===== config.mk =====
export PLATFORM = sky130hd
export DESIGN_NAME = ofdm_rx_frame_ctrl
export DESIGN_NICKNAME = d
export VERILOG_FILES = /design/src/rtl/ofdm_rx_pkg.sv /design/src/rtl/ofdm_rx_gap_watchdog.sv /design/src/rtl/ofdm_rx_frame_ctrl.sv
export SDC_FILE = /design/constraint.sdc
export NUM_CORES = 1
export LEC_CHECK = 0
export BUFFER_PORTS_ARGS = -buffer_cell sky130_fd_sc_hd__buf_2
export CORE_UTILIZATION = 49
export DETAILED_ROUTE_END_ITERATION = 7
export GPL_ROUTABILITY_DRIVEN = 0
export PLACE_DENSITY = 0.78
export SETUP_SLACK_MARGIN = 0.02
export SYNTH_ARGS = -nofsm -noshare
export SYNTH_HDL_FRONTEND = slang
export SYNTH_SLANG_ARGS = --single-unit

===== constraint.sdc =====
create_clock -name sys_clk_i -period 2.63 [get_ports sys_clk_i]
set_clock_uncertainty 0.2 [all_clocks]
set_input_delay 0.526 -clock sys_clk_i [delete_from_list [all_inputs] [get_ports sys_clk_i]]
set_output_delay 0.526 -clock sys_clk_i [all_outputs]
set_load 0.03 [all_outputs]

===== src/rtl/ofdm_rx_pkg.sv =====
// Shared types and constants for the OFDM receive frame sequencer.
package ofdm_rx_pkg;

   typedef enum logic [1:0] {
      ST_IDLE,
      ST_CP,
      ST_WINDOW
   } rx_state_t;

   localparam int SYM_IDX_W    = 8;
   localparam int SAMPLE_W_DEF = 12;

   typedef logic [SAMPLE_W_DEF-1:0] sample_t;

endpackage


===== src/rtl/ofdm_rx_gap_watchdog.sv =====
// Counts consecutive idle cycles inside a frame and flags the cycle in which
// the gap limit would be reached.
module ofdm_rx_gap_watchdog #(
   parameter int gap_timeout_g = 32
) (
   input  logic sys_clk_i,
   input  logic sys_init,
   input  logic i_clear,
   input  logic i_enable,
   output logic o_expire
);

   localparam int CNT_W = $clog2(gap_timeout_g + 1);
   localparam logic [CNT_W-1:0] CNT_LAST = CNT_W'(gap_timeout_g - 1);

   logic [CNT_W-1:0] r_count;

   always_ff @(posedge sys_clk_i) begin
      if (sys_init || i_clear) begin
         r_count <= '0;
      end else if (i_enable) begin
         r_count <= r_count + 1'b1;
      end
   end

   // Expiry is only possible on an idle cycle, so a valid sample always wins.
   assign o_expire = i_enable && (r_count == CNT_LAST);

endmodule


===== src/rtl/ofdm_rx_frame_ctrl.sv =====
// OFDM receive frame sequencer: strips the cyclic prefix of each symbol and
// forwards one FFT window per symbol, aborting the frame on a sample gap.
module ofdm_rx_frame_ctrl
   import ofdm_rx_pkg::*;
#(
   parameter int sample_bit_width_g  = 12,
   parameter int fft_length_g        = 64,
   parameter int cp_length_g         = 16,
   parameter int symbols_per_frame_g = 4,
   parameter int gap_timeout_g       = 32
) (
   input  logic                          sys_clk_i,
   input  logic                          sys_init,
   input  logic [sample_bit_width_g-1:0] rx_data_i,
   input  logic [sample_bit_width_g-1:0] rx_data_q,
   input  logic                          rx_data_valid,
   input  logic                          sync_detect_i,
   output logic [sample_bit_width_g-1:0] fft_data_i_o,
   output logic [sample_bit_width_g-1:0] fft_data_q_o,
   output logic                          fft_data_valid_o,
   output logic                          fft_sym_start_o,
   output logic [SYM_IDX_W-1:0]          sym_idx_o,
   output logic                          frame_active_o,
   output logic                          frame_done_o,
   output logic                          frame_abort_o,
   output logic                          sync_ignored_o
);

   localparam int SMP_MAX = (fft_length_g > cp_length_g) ? fft_length_g : cp_length_g;
   localparam int SMP_W   = $clog2(SMP_MAX + 1);
   localparam int SYM_W   = (symbols_per_frame_g > 1) ? $clog2(symbols_per_frame_g) : 1;

   localparam logic [SMP_W-1:0] CP_LAST  = SMP_W'(cp_length_g - 1);
   localparam logic [SMP_W-1:0] FFT_LAST = SMP_W'(fft_length_g - 1);
   localparam logic [SYM_W-1:0] SYM_LAST = SYM_W'(symbols_per_frame_g - 1);

   rx_state_t        r_state;
   logic [SMP_W-1:0] r_smp_cnt;
   logic [SYM_W-1:0] r_sym_cnt;

   rx_state_t        w_state_nxt;
   logic [SMP_W-1:0] w_smp_nxt;
   logic [SYM_W-1:0] w_sym_nxt;
   logic             w_fwd;
   logic             w_start;
   logic             w_done;
   logic             w_abort;
   logic             w_expire;
   logic             w_in_frame;

   assign w_in_frame = (r_state != ST_IDLE);

   ofdm_rx_gap_watchdog #(
      .gap_timeout_g (gap_timeout_g)
   ) u_gap_watchdog (
      .sys_clk_i (sys_clk_i),
      .sys_init  (sys_init),
      .i_clear   (!w_in_frame || rx_data_valid),
      .i_enable  (w_in_frame && !rx_data_valid),
      .o_expire  (w_expire)
   );

   always_ff @(posedge sys_clk_i) begin
      if (sys_init) begin
         r_state   <= ST_IDLE;
         r_smp_cnt <= '0;
         r_sym_cnt <= '0;
      end else begin
         r_state   <= w_state_nxt;
         r_smp_cnt <= w_smp_nxt;
         r_sym_cnt <= w_sym_nxt;
      end
   end

   always_comb begin
      w_state_nxt = r_state;
      w_smp_nxt   = r_smp_cnt;
      w_sym_nxt   = r_sym_cnt;
      w_fwd       = 1'b0;
      w_start     = 1'b0;
      w_done      = 1'b0;
      w_abort     = 1'b0;

      case (r_state)
         ST_IDLE: begin
            // The sync-qualified sample is already CP sample 0.
            if (sync_detect_i && rx_data_valid) begin
               w_sym_nxt = '0;
               if (cp_length_g == 1) begin
                  w_state_nxt = ST_WINDOW;
                  w_smp_nxt   = '0;
               end else begin
                  w_state_nxt = ST_CP;
                  w_smp_nxt   = SMP_W'(1);
               end
            end
         end

         ST_CP: begin
            if (w_expire) begin
               w_state_nxt = ST_IDLE;
               w_smp_nxt   = '0;
               w_sym_nxt   = '0;
               w_abort     = 1'b1;
            end else if (rx_data_valid) begin
               if (r_smp_cnt == CP_LAST) begin
                  w_state_nxt = ST_WINDOW;
                  w_smp_nxt   = '0;
               end else begin
                  w_smp_nxt = r_smp_cnt + 1'b1;
               end
            end
         end

         ST_WINDOW: begin
            if (w_expire) begin
               w_state_nxt = ST_IDLE;
               w_smp_nxt   = '0;
               w_sym_nxt   = '0;
               w_abort     = 1'b1;
            end else if (rx_data_valid) begin
               w_fwd   = 1'b1;
               w_start = (r_smp_cnt == '0);
               if (r_smp_cnt == FFT_LAST) begin
                  w_smp_nxt = '0;
                  if (r_sym_cnt == SYM_LAST) begin
                     w_state_nxt = ST_IDLE;
                     w_sym_nxt   = '0;
                     w_done      = 1'b1;
                  end else begin
                     w_state_nxt = ST_CP;
                     w_sym_nxt   = r_sym_cnt + 1'b1;
                  end
               end else begin
                  w_smp_nxt = r_smp_cnt + 1'b1;
               end
            end
         end

         default: begin
            w_state_nxt = ST_IDLE;
            w_smp_nxt   = '0;
            w_sym_nxt   = '0;
         end
      endcase
   end

   // Data and index are held at zero between forwarded samples.
   always_ff @(posedge sys_clk_i) begin
      if (sys_init) begin
         fft_data_i_o     <= '0;
         fft_data_q_o     <= '0;
         fft_data_valid_o <= 1'b0;
         fft_sym_start_o  <= 1'b0;
         sym_idx_o        <= '0;
         frame_active_o   <= 1'b0;
         frame_done_o     <= 1'b0;
         frame_abort_o    <= 1'b0;
         sync_ignored_o   <= 1'b0;
      end else begin
         fft_data_i_o     <= w_fwd ? rx_data_i : '0;
         fft_data_q_o     <= w_fwd ? rx_data_q : '0;
         fft_data_valid_o <= w_fwd;
         fft_sym_start_o  <= w_start;
         sym_idx_o        <= w_fwd ? SYM_IDX_W'(r_sym_cnt) : '0;
         frame_active_o   <= (w_state_nxt != ST_IDLE);
         frame_done_o     <= w_done;
         frame_abort_o    <= w_abort;
         if (sync_detect_i && w_in_frame) begin
            sync_ignored_o <= 1'b1;
         end
      end
   end

endmodule

Word-level counts from Yosys, hierarchy flattened
Index checks and enable logic that the tools add are counted.
{"block": "word_totals", "reg_bits": 55, "out_inout_bits": 38, "inputBits": 28}
{"block": "op_classes", "reduce_logical": 19, "eq_ne": 11, "mux": 29, "n_addsub": 3, "n_bitwise": 5}
{"op": "two-way mux 7 bit", "count": 7}
{"op": "two-way mux 2 bit", "count": 13}
{"op": "one-hot mux 7 bit (3 select lines)", "count": 1}
{"op": "one-hot mux 2 bit (3 select lines)", "count": 2}
{"op": "!= test 3 x 2 -> 1 bit, second input constant", "count": 3}
{"op": "adder 7 x 1 -> 7 bit, second input constant", "count": 1}
{"op": "equality test 7 x 4 -> 1 bit, second input constant", "count": 1}
{"op": "equality test 7 x 6 -> 1 bit, second input constant", "count": 1}
{"op": "logical NOT 7 bit", "count": 1}
{"op": "adder 6 x 1 -> 6 bit, second input constant", "count": 1}
{"op": "equality test 6 x 5 -> 1 bit, second input constant", "count": 1}
{"op": "two-way mux 1 bit", "count": 6}
{"op": "OR reduction 2 bit", "count": 3}
{"op": "NOT 1 bit", "count": 5}
{"op": "OR reduction 5 bit", "count": 1}
{"op": "equality test 2 bit, second input constant", "count": 2}
{"op": "logical AND 1 bit", "count": 4}
{"op": "AND reduction 4 bit", "count": 1}
{"op": "nonzero test 2 bit", "count": 2}
{"op": "OR reduction 4 bit", "count": 1}
{"op": "AND reduction 3 bit", "count": 1}
{"op": "adder 2 x 1 -> 2 bit, second input constant", "count": 1}
{"op": "equality test 2 x 1 -> 1 bit, second input constant", "count": 1}
{"op": "logical NOT 1 bit", "count": 2}
{"op": "other kinds (4)", "count": 5}

Longest topological paths before layout
Gate-level depths: netlist of run 1.
{"block": "depth", "ltp_word": 7, "depth_mapped": 7}

Modules after synthesis
Synthesis of run 1 repeated with hierarchy kept, for this count alone.
{"block": "unflattened", "hier_cells": 204, "area_unflattened_um2": 1970.6}
{"module": "ofdm_rx_frame_ctrl", "seq_area_each_um2": 860.8, "n_inst": 1, "cells_per_inst": 177, "area_each_um2": 1714.1}
{"module": "ofdm_rx_gap_watchdog", "seq_area_each_um2": 120.1, "n_inst": 1, "cells_per_inst": 27, "area_each_um2": 256.5}

Worst setup path before layout of run 1
Ideal clock, no wire load.
{"block": "synth_timing", "kind": "register to register", "from": "reg r_state[0]", "to": "reg frame_active_o", "synth_period_minus_slack_ns": 1.972, "required_ns": 2.305, "stages_incl_launch_ff": 8, "arrival_ns": 1.647, "n_path_buf": 0, "setup_slack_ns": 0.658, "cell_sequence": "dfxtp_1 inv_1 ha_1 nor4b_4 a21oi_1 a41o_1 a31o_1 o21bai_1"}
{"block": "synth_between", "elab_chain_len": 6, "elab_cells_between_ends": 15, "cone_classes": "2 x eq/ne; 8 x mux; 5 x reduce/logical"}
{"element": "start: declaration", "line": "ofdm_rx_frame_ctrl.sv:37", "text": "rx_state_t r_state;"}
{"element": "start signal: assignment", "line": "ofdm_rx_frame_ctrl.sv:69", "text": "r_state <= w_state_nxt;"}
{"element": "nonzero test 2 bit", "line": "ofdm_rx_frame_ctrl.sv:51", "text": "assign w_in_frame = (r_state != ST_IDLE);"}
{"element": "logical AND 1 bit", "line": "ofdm_rx_frame_ctrl.sv:59", "text": ".i_enable (w_in_frame && !rx_data_valid),"}
{"element": "logical AND 1 bit", "line": "ofdm_rx_gap_watchdog.sv:27", "text": "assign o_expire = i_enable && (r_count == CNT_LAST);"}
{"element": "two-way mux 2 bit (on tied branches)", "line": "ofdm_rx_frame_ctrl.sv:116, ofdm_rx_frame_ctrl.sv:100"}
{"element": "one-hot mux 2 bit (3 select lines) (*)", "line": "ofdm_rx_frame_ctrl.sv:84", "text": "case (r_state)"}
{"element": "nonzero test 2 bit (*)", "line": "ofdm_rx_frame_ctrl.sv:166", "text": "frame_active_o <= (w_state_nxt != ST_IDLE);"}
{"element": "end signal: assignment", "line": "ofdm_rx_frame_ctrl.sv:166"}
{"element": "end: declaration", "line": "ofdm_rx_frame_ctrl.sv:23", "text": "output logic frame_active_o,"}
Every way passes the cells marked *; elsewhere a longest branch is shown, timed or not.
A chain may end at the register's enable or synchronous reset.

Worst setup path after layout of run 1
Same ends and word-level chain as after synthesis.

==> out/qor.txt, run 1 <==
Max Fanout on Critical Path: 5
Critical path arrival: 2.14 ns
Proportion of synthesized chip area in sequential cells: 0.498
Antenna violations before repair: 0
Mapped Cells: 204
DRC viols: 0
Final wirelength: 3.96 mm
Clock Path Buffers: 2
Total Nets Final: 302
Critical Path RT: 2.61 ns
Crit end category: flip-flop
DRT Pass-1 Iters: 4
Global route total overflow: 0
HPWL Detailed: 2.97 mm
CTS buffer count: 5
Core footprint: 0.00374 mm²
LEAKAGE: 1.13 nW
CP Class: reg2reg
CP Launch Point: r_state[0]
Global-route wire length before repair: 6.34 mm
Worst reg2reg path depth: 7
CTS tree: built
Die height: 65.4 µm
Area of the multi-input gates: 901 µm²
Pwr dens: 545 mW/mm²
Placed insts: 307
R2R Path Start: r_state[0]
Slowest CP cell: dfxtp_1
Setup-failing EPs final: 0
Setup_tns: 0 ns
Primary FF master, synth: dfxtp_1
Fin crit share: 0.820
Non-Filler Instances: 315
DRT iter0 DRCs: 53
Max Fclk: 0.464 GHz
Hold Path Cell Cnt: 2
Synth-to-layout area growth: 21.3%
Max Slew Vio Count: 0
All-Layer GR Usage: 0.196
H-tree lvl count: 2
Die area: 0.00427 mm²
Num ports: 66
Vias post-DR: 1,594
Post-synth EDFFs: 0
Syn. warnings: 0
Row cnt: 22
Asr flop ratio synth: 0
Layout cell share with drive strength beyond 1: 0.300
Post-CTS Setup Bufs: 0
Skew-Pair Late Insertion Delay: 0.30 ns
Largest net degree at the start of global routing: 20
R2R Setup Slk: 0.47 ns
HP Class: in2reg
Clock Sinks: 49
RSZ-0062 raised after global routing: false
CTS Hold Buffers Added: 0
Register area: 981 µm²
Slowest cell delay on critical path: 0.41 ns
Antenna diodes: 0
Startpoint Class: flip-flop
# resized after CTS: 0
Synthesized area per cell: 9.65 µm²
Final hold viol count: 0
Wire per inst: 12.6 µm
Crit path time final: 2.16 ns
Initial Utilization: 0.526
Post-Syn Area: 0.00197 mm²
Synth unique cells: 47
Die boundary width: 65.4 µm
Routed Antenna Nets: 0
Fill cell count: 353
Outcome: finished, final reports clean
CTS clk-pin slew, worst paths: 0.09 ns
IO Port Bufs: 59
Yosys reg bits: 49
Vias per cell: 5.06
CP cell instances: inv_1 -> ha_1 -> nor4b_4 -> a21oi_1 -> a41o_1 -> a31o_1 -> o21bai_1
MaxCap Viol Count: 0
Critical path endpoint: frame_active_o
Max IR drop VDD: 444 µV
CTS root buf: clkbuf_8
Reg-to-reg endpoint: frame_active_o
Number of global-route vias before repair: 1,447
state kept, by name, indices dropped and copies added, names as in the netlist:
register                cells
fft_data_q_o               12
r_smp_cnt                   7
sym_idx_o                   2
sync_ignored_o              1
frame_abort_o               1
r_state                     2
frame_done_o                1
fft_data_valid_o            1
u_gap_watchdog.r_count      6
fft_sym_start_o             1
frame_active_o              1
fft_data_i_o               12
r_sym_cnt                   2
cell usage after synthesis (2+ instances only):
library cell	count	area [µm²]
a211o_1	2	17.5
dfxtp_1	49	981
buf_4	6	45.0
xnor2_1	2	17.5
inv_1	12	45.0
a21oi_1	7	35.0
o21ai_0	4	20.0
ha_1	8	100
nor2_1	16	60.1
xor2_1	2	17.5
nand4_1	4	25.0
clkbuf_1	4	15.0
nor3_1	6	30.0
and3_1	3	18.8
o211a_1	2	20.0
or2_2	2	12.5
and2_1	26	163
nand2_1	9	33.8
mux2i_1	2	20.0
nand3_1	9	45.0
o211ai_1	2	15.0
a32oi_1	2	17.5
layout make-up:
cell class                      count  area share
Clock inverter                      3     0.00891
Inverter                           12      0.0189
Sequential cell                    49       0.411
Tap cell                           48      0.0252
Clock buffer                        5      0.0288
Timing Repair Buffer               61       0.130
Multi-Input combinational cell    137       0.377
power breakdown:
| part | switching [mW] | internal [mW] | total [mW] |
|---|---|---|---|
| Clock | 0.249 | 0.189 | 0.437 |
| Sequential | 0.00616 | 0.748 | 0.754 |
| Combinational | 0.0685 | 0.0412 | 0.110 |
critical path: cells and delay by family (launching register included):
family | cells | cell delay (ns)
compound gates | 4 | 0.82
buf+inv | 1 | 0.10
simple gates | 1 | 0.26
flops | 1 | 0.41
fa+ha+maj | 1 | 0.27
cell families after synthesis:
logic type,synth area share
buf+inv,0.0559
other cells,0.00191
simple gates,0.249
mux,0.0102
flops,0.498
xor+xnor,0.0178
fa+ha+maj,0.0509
compound gates,0.116
layout by cell type, fill, tap and decap left out, types with 3 or more instances in the layout:
master and n:
a21oi_1 7, dfxtp_1 49, buf_2 59, nand3_1 9, and2_1 26, clkbuf_8 5, nand4_1 4, o21ai_0 4
and3_1 3, inv_1 12, nor2_1 16, nor3_1 5, conb_1 6, nand2_1 9, ha_1 8
layer usage:
layer,track usage,vias up,wire [µm]
li1,-,810,-
met1,0.237,714,1730
met2,0.336,64,1940
met3,0.0399,6,236
met4,0.0788,0,42
met5,0,-,0
stage by stage:
| stage | area [µm²] | util | total power, mW | hold slack [ns] | setup slack [ns] |
|---|---|---|---|---|---|
| finish | 2390 | 0.638 | 1.30 | 0.220 | 0.473 |
| global placement | 2300 | 0.614 | 0.878 | 0.245 | 0.554 |
| floorplan | 1990 | - | 0.850 | 0.230 | 0.658 |
| global route | 2390 | 0.638 | 1.36 | 0.214 | 0.328 |
| detailed placement | 2300 | 0.614 | 0.880 | 0.248 | 0.487 |
| CTS | 2390 | 0.638 | 1.31 | 0.219 | 0.470 |
worst min-delay path by stage:
stage                                end  slack [ns]                       from
6_report                fft_data_q_o[11]        0.22              rx_data_q[11]
5_1_grt                  fft_data_q_o[6]        0.21               rx_data_q[6]
4_1_cts                  fft_data_q_o[1]        0.22               rx_data_q[1]
3_5_place_dp   u_gap_watchdog.r_count[0]        0.25  u_gap_watchdog.r_count[0]
3_3_place_gp   u_gap_watchdog.r_count[0]        0.25  u_gap_watchdog.r_count[0]
2_1_floorplan  u_gap_watchdog.r_count[0]        0.23  u_gap_watchdog.r_count[0]
(Power assumes the default switching activity.)
==> run 2: changes to the inputs <==
- clock period: 2.63 -> 2 ns (I/O delays scaled with it)
==> out/qor.txt, run 2 (synthesized netlist as in run 1, its figures left out) <==
Outcome: finished, final reports clean
Non-Filler Instances: 340 (+7.9%)
Pint: 1.46 mW (+49%)
Worst hold margin: 0.0892 ns (-0.131 ns)
HP Class: in2reg
Slowest CP cell: dfxtp_2
All-Layer GR Usage: 0.218 (+0.0224)
CTS clk-pin slew, worst paths: 0.09 ns (about the same)
Routed Antenna Nets: 0 (unchanged)
Die boundary width: 65.4 µm (unchanged)
Final instance area: 0.00271 mm² (+13%)
Max IR drop VDD: 504 µV (+14%)
Final wirelength: 4.56 mm (+15%)
Row cnt: 22 (unchanged)
Num ports: 66 (unchanged)
Layout cell share with drive strength beyond 1: 0.411 (+0.111)
Skew-Pair Late Insertion Delay: 0.31 ns (about the same)
Share of total power in the clock network: 0.370 (+0.034)
Largest net degree at the start of global routing: 30 (+50%)
Global route total overflow: 0 (unchanged)
Logic pwr share: 0.111 (+0.027)
Antenna diodes: 0 (unchanged)
DRC viols: 0 (unchanged)
CTS buffer count: 5 (unchanged)
Critical path arrival: 2.01 ns (-0.13 ns)
Max Slew Vio Count: 0 (unchanged)
Buf/Inv on CP: 2 (+1)
Crit end category: flip-flop
CTS Hold Buffers Added: 0 (unchanged)
Pwr dens: 704 mW/mm² (+29%)
Switching Power: 0.449 mW (+39%)
Wire per inst: 13.4 µm (+6.9%)
Fill cell count: 288 (-18%)
Clock Sinks: 49 (unchanged)
H-tree lvl count: 2 (unchanged)
Global-route wire length before repair: 6.92 mm (+9.1%)
CTS tree: built
Sequential share of power: 0.519 (-0.060)
Fin crit share: 0.992 (+0.172)
Vias post-DR: 1,743 (+9.3%)
Slowest cell delay on critical path: 0.34 ns (-0.07 ns)
CTS root buf: clkbuf_8
Die height: 65.4 µm (unchanged)
Die area: 0.00427 mm² (unchanged)
Antenna violations before repair: 0 (unchanged)
Placed insts: 329 (+7.2%)
CP cell instances: buf_4 -> ha_1 -> or2_2 -> a21oi_2 -> buf_4 -> nand3_2 -> o31ai_2
Synth-to-layout area growth: 37.6%
Number of global-route vias before repair: 1,537 (+6.2%)
Initial Utilization: 0.526 (unchanged)
Setup-failing EPs final: 0 (unchanged)
DRT Pass-1 Iters: 4 (unchanged)
IO Port Bufs: 59 (unchanged)
Switching share of total power: 0.236 (-0.0128)
CP Class: reg2reg
HPWL Detailed: 3.16 mm (+6.4%)
RSZ-0062 raised after global routing: true
LEAKAGE: 1.28 nW (+13%)
Core footprint: 0.00374 mm² (unchanged)
Most frequent cells in the layout: buf_2 (59), dfxtp_1 (47), and2_1 (26), buf_4 (25), nor2_1 (15)
CP most frequent cell: buf_4
Top flop regs: fft_data_i_o (12), fft_data_q_o (12), r_smp_cnt (7)
Crit path time final: 1.98 ns (-0.173 ns)
DP Area: 0.00247 mm² (+7.7%)
MaxCap Viol Count: 0 (unchanged)
Max Fclk: 0.504 GHz (+8.7%)
Critical Path RT: 2.02 ns (-0.59 ns)
Crit path max-delay family: compound AO/OA/AOI/OAI gates
Max Fanout on Critical Path: 3 (-2)
Vias per cell: 5.13 (+1.3%)
DRT iter0 DRCs: 105 (+98%)
Startpoint Class: flip-flop
Final hold viol count: 0 (unchanged)
Clock Path Buffers: 2 (unchanged)
Most common cell after layout, fill and taps aside: buf_2
Total Nets Final: 327 (+8.3%)
[run 2: changes by cell type in the layout (fill, tap and decap cells not counted), moves of 2 or more]
cell,delta
inv_1,-2
dfxtp_2,+2
dfxtp_1,-2
inv_2,+2
ha_1,-2
buf_4,+23
[run 2: worst paths after layout]
path / slack [ns] / cells past startpoint / start / endpoint
worst max register to register: 0.02 / 7 / r_state[0] / r_smp_cnt[3]
worst min register to register: 0.29 / 2 / sync_ignored_o / sync_ignored_o
worst min-delay path: 0.09 / 2 / rx_data_q[1] / fft_data_q_o[1]
worst max-delay path: 0.02 / 7 / r_state[0] / r_smp_cnt[3]
[run 2: repair_timing]
action	4_1_cts	5_1_grt
endpoints found under the setup margin	5	11
buffers inserted	1	3
pin swaps	2	9
gates resized for setup	6	16
[run 2: per-layer routing]
| layer | share of wire | up-vias | global-route usage |
|---|---|---|---|
| met3 | 0.061 | 8 | 0.0642 |
| met2 | 0.51 | 68 | 0.381 |
| met5 | 0 | - | 0 |
| met1 | 0.42 | 804 | 0.251 |
| li1 | - | 863 | - |
| met4 | 0.013 | 0 | 0.0734 |
[run 2: through the flow]
step / setup TNS [ns] / power (mW) / setup slack, ns / utilization
floorplan: 0 / 1.12 / 0.0283 / -
global placement: 0 / 1.19 / 0.0296 / 0.661
detailed placement: -0.0546 / 1.19 / -0.0274 / 0.661
CTS: 0 / 1.89 / 0.0249 / 0.698
global route: -0.202 / 1.98 / -0.0880 / 0.723
finish: 0 / 1.91 / 0.0153 / 0.723
[run 2: area by class of cell]
| class | count | area (µm²) | share of cell area |
|---|---|---|---|
| flip-flops and latches | 49 | 983 | 0.363 |
| repair buffers | 86 | 514 | 0.190 |
| inverters | 12 | 45.0 | 0.0166 |
| clock buffers | 6 | 72.6 | 0.0268 |
| multi-input cells | 137 | 993 | 0.367 |
| well taps | 48 | 60.1 | 0.0222 |
| clock inverters | 2 | 38.8 | 0.0143 |
[run 2: worst register-to-register path, cell delays in order (launching register included)]
cell	delay, ns
dfxtp_2	0.34
buf_4	0.13
ha_1	0.21
or2_2	0.32
a21oi_2	0.19
buf_4	0.16
nand3_2	0.09
o31ai_2	0.25
[run 2: power by group through the flow]
stage	clock network (mW)	logic (mW)	registers, mW
floorplan	0	0.0980	1.02
global placement	0	0.178	1.01
detailed placement	0	0.180	1.01
CTS	0.717	0.189	0.989
global route	0.760	0.229	0.990
finish	0.705	0.212	0.989
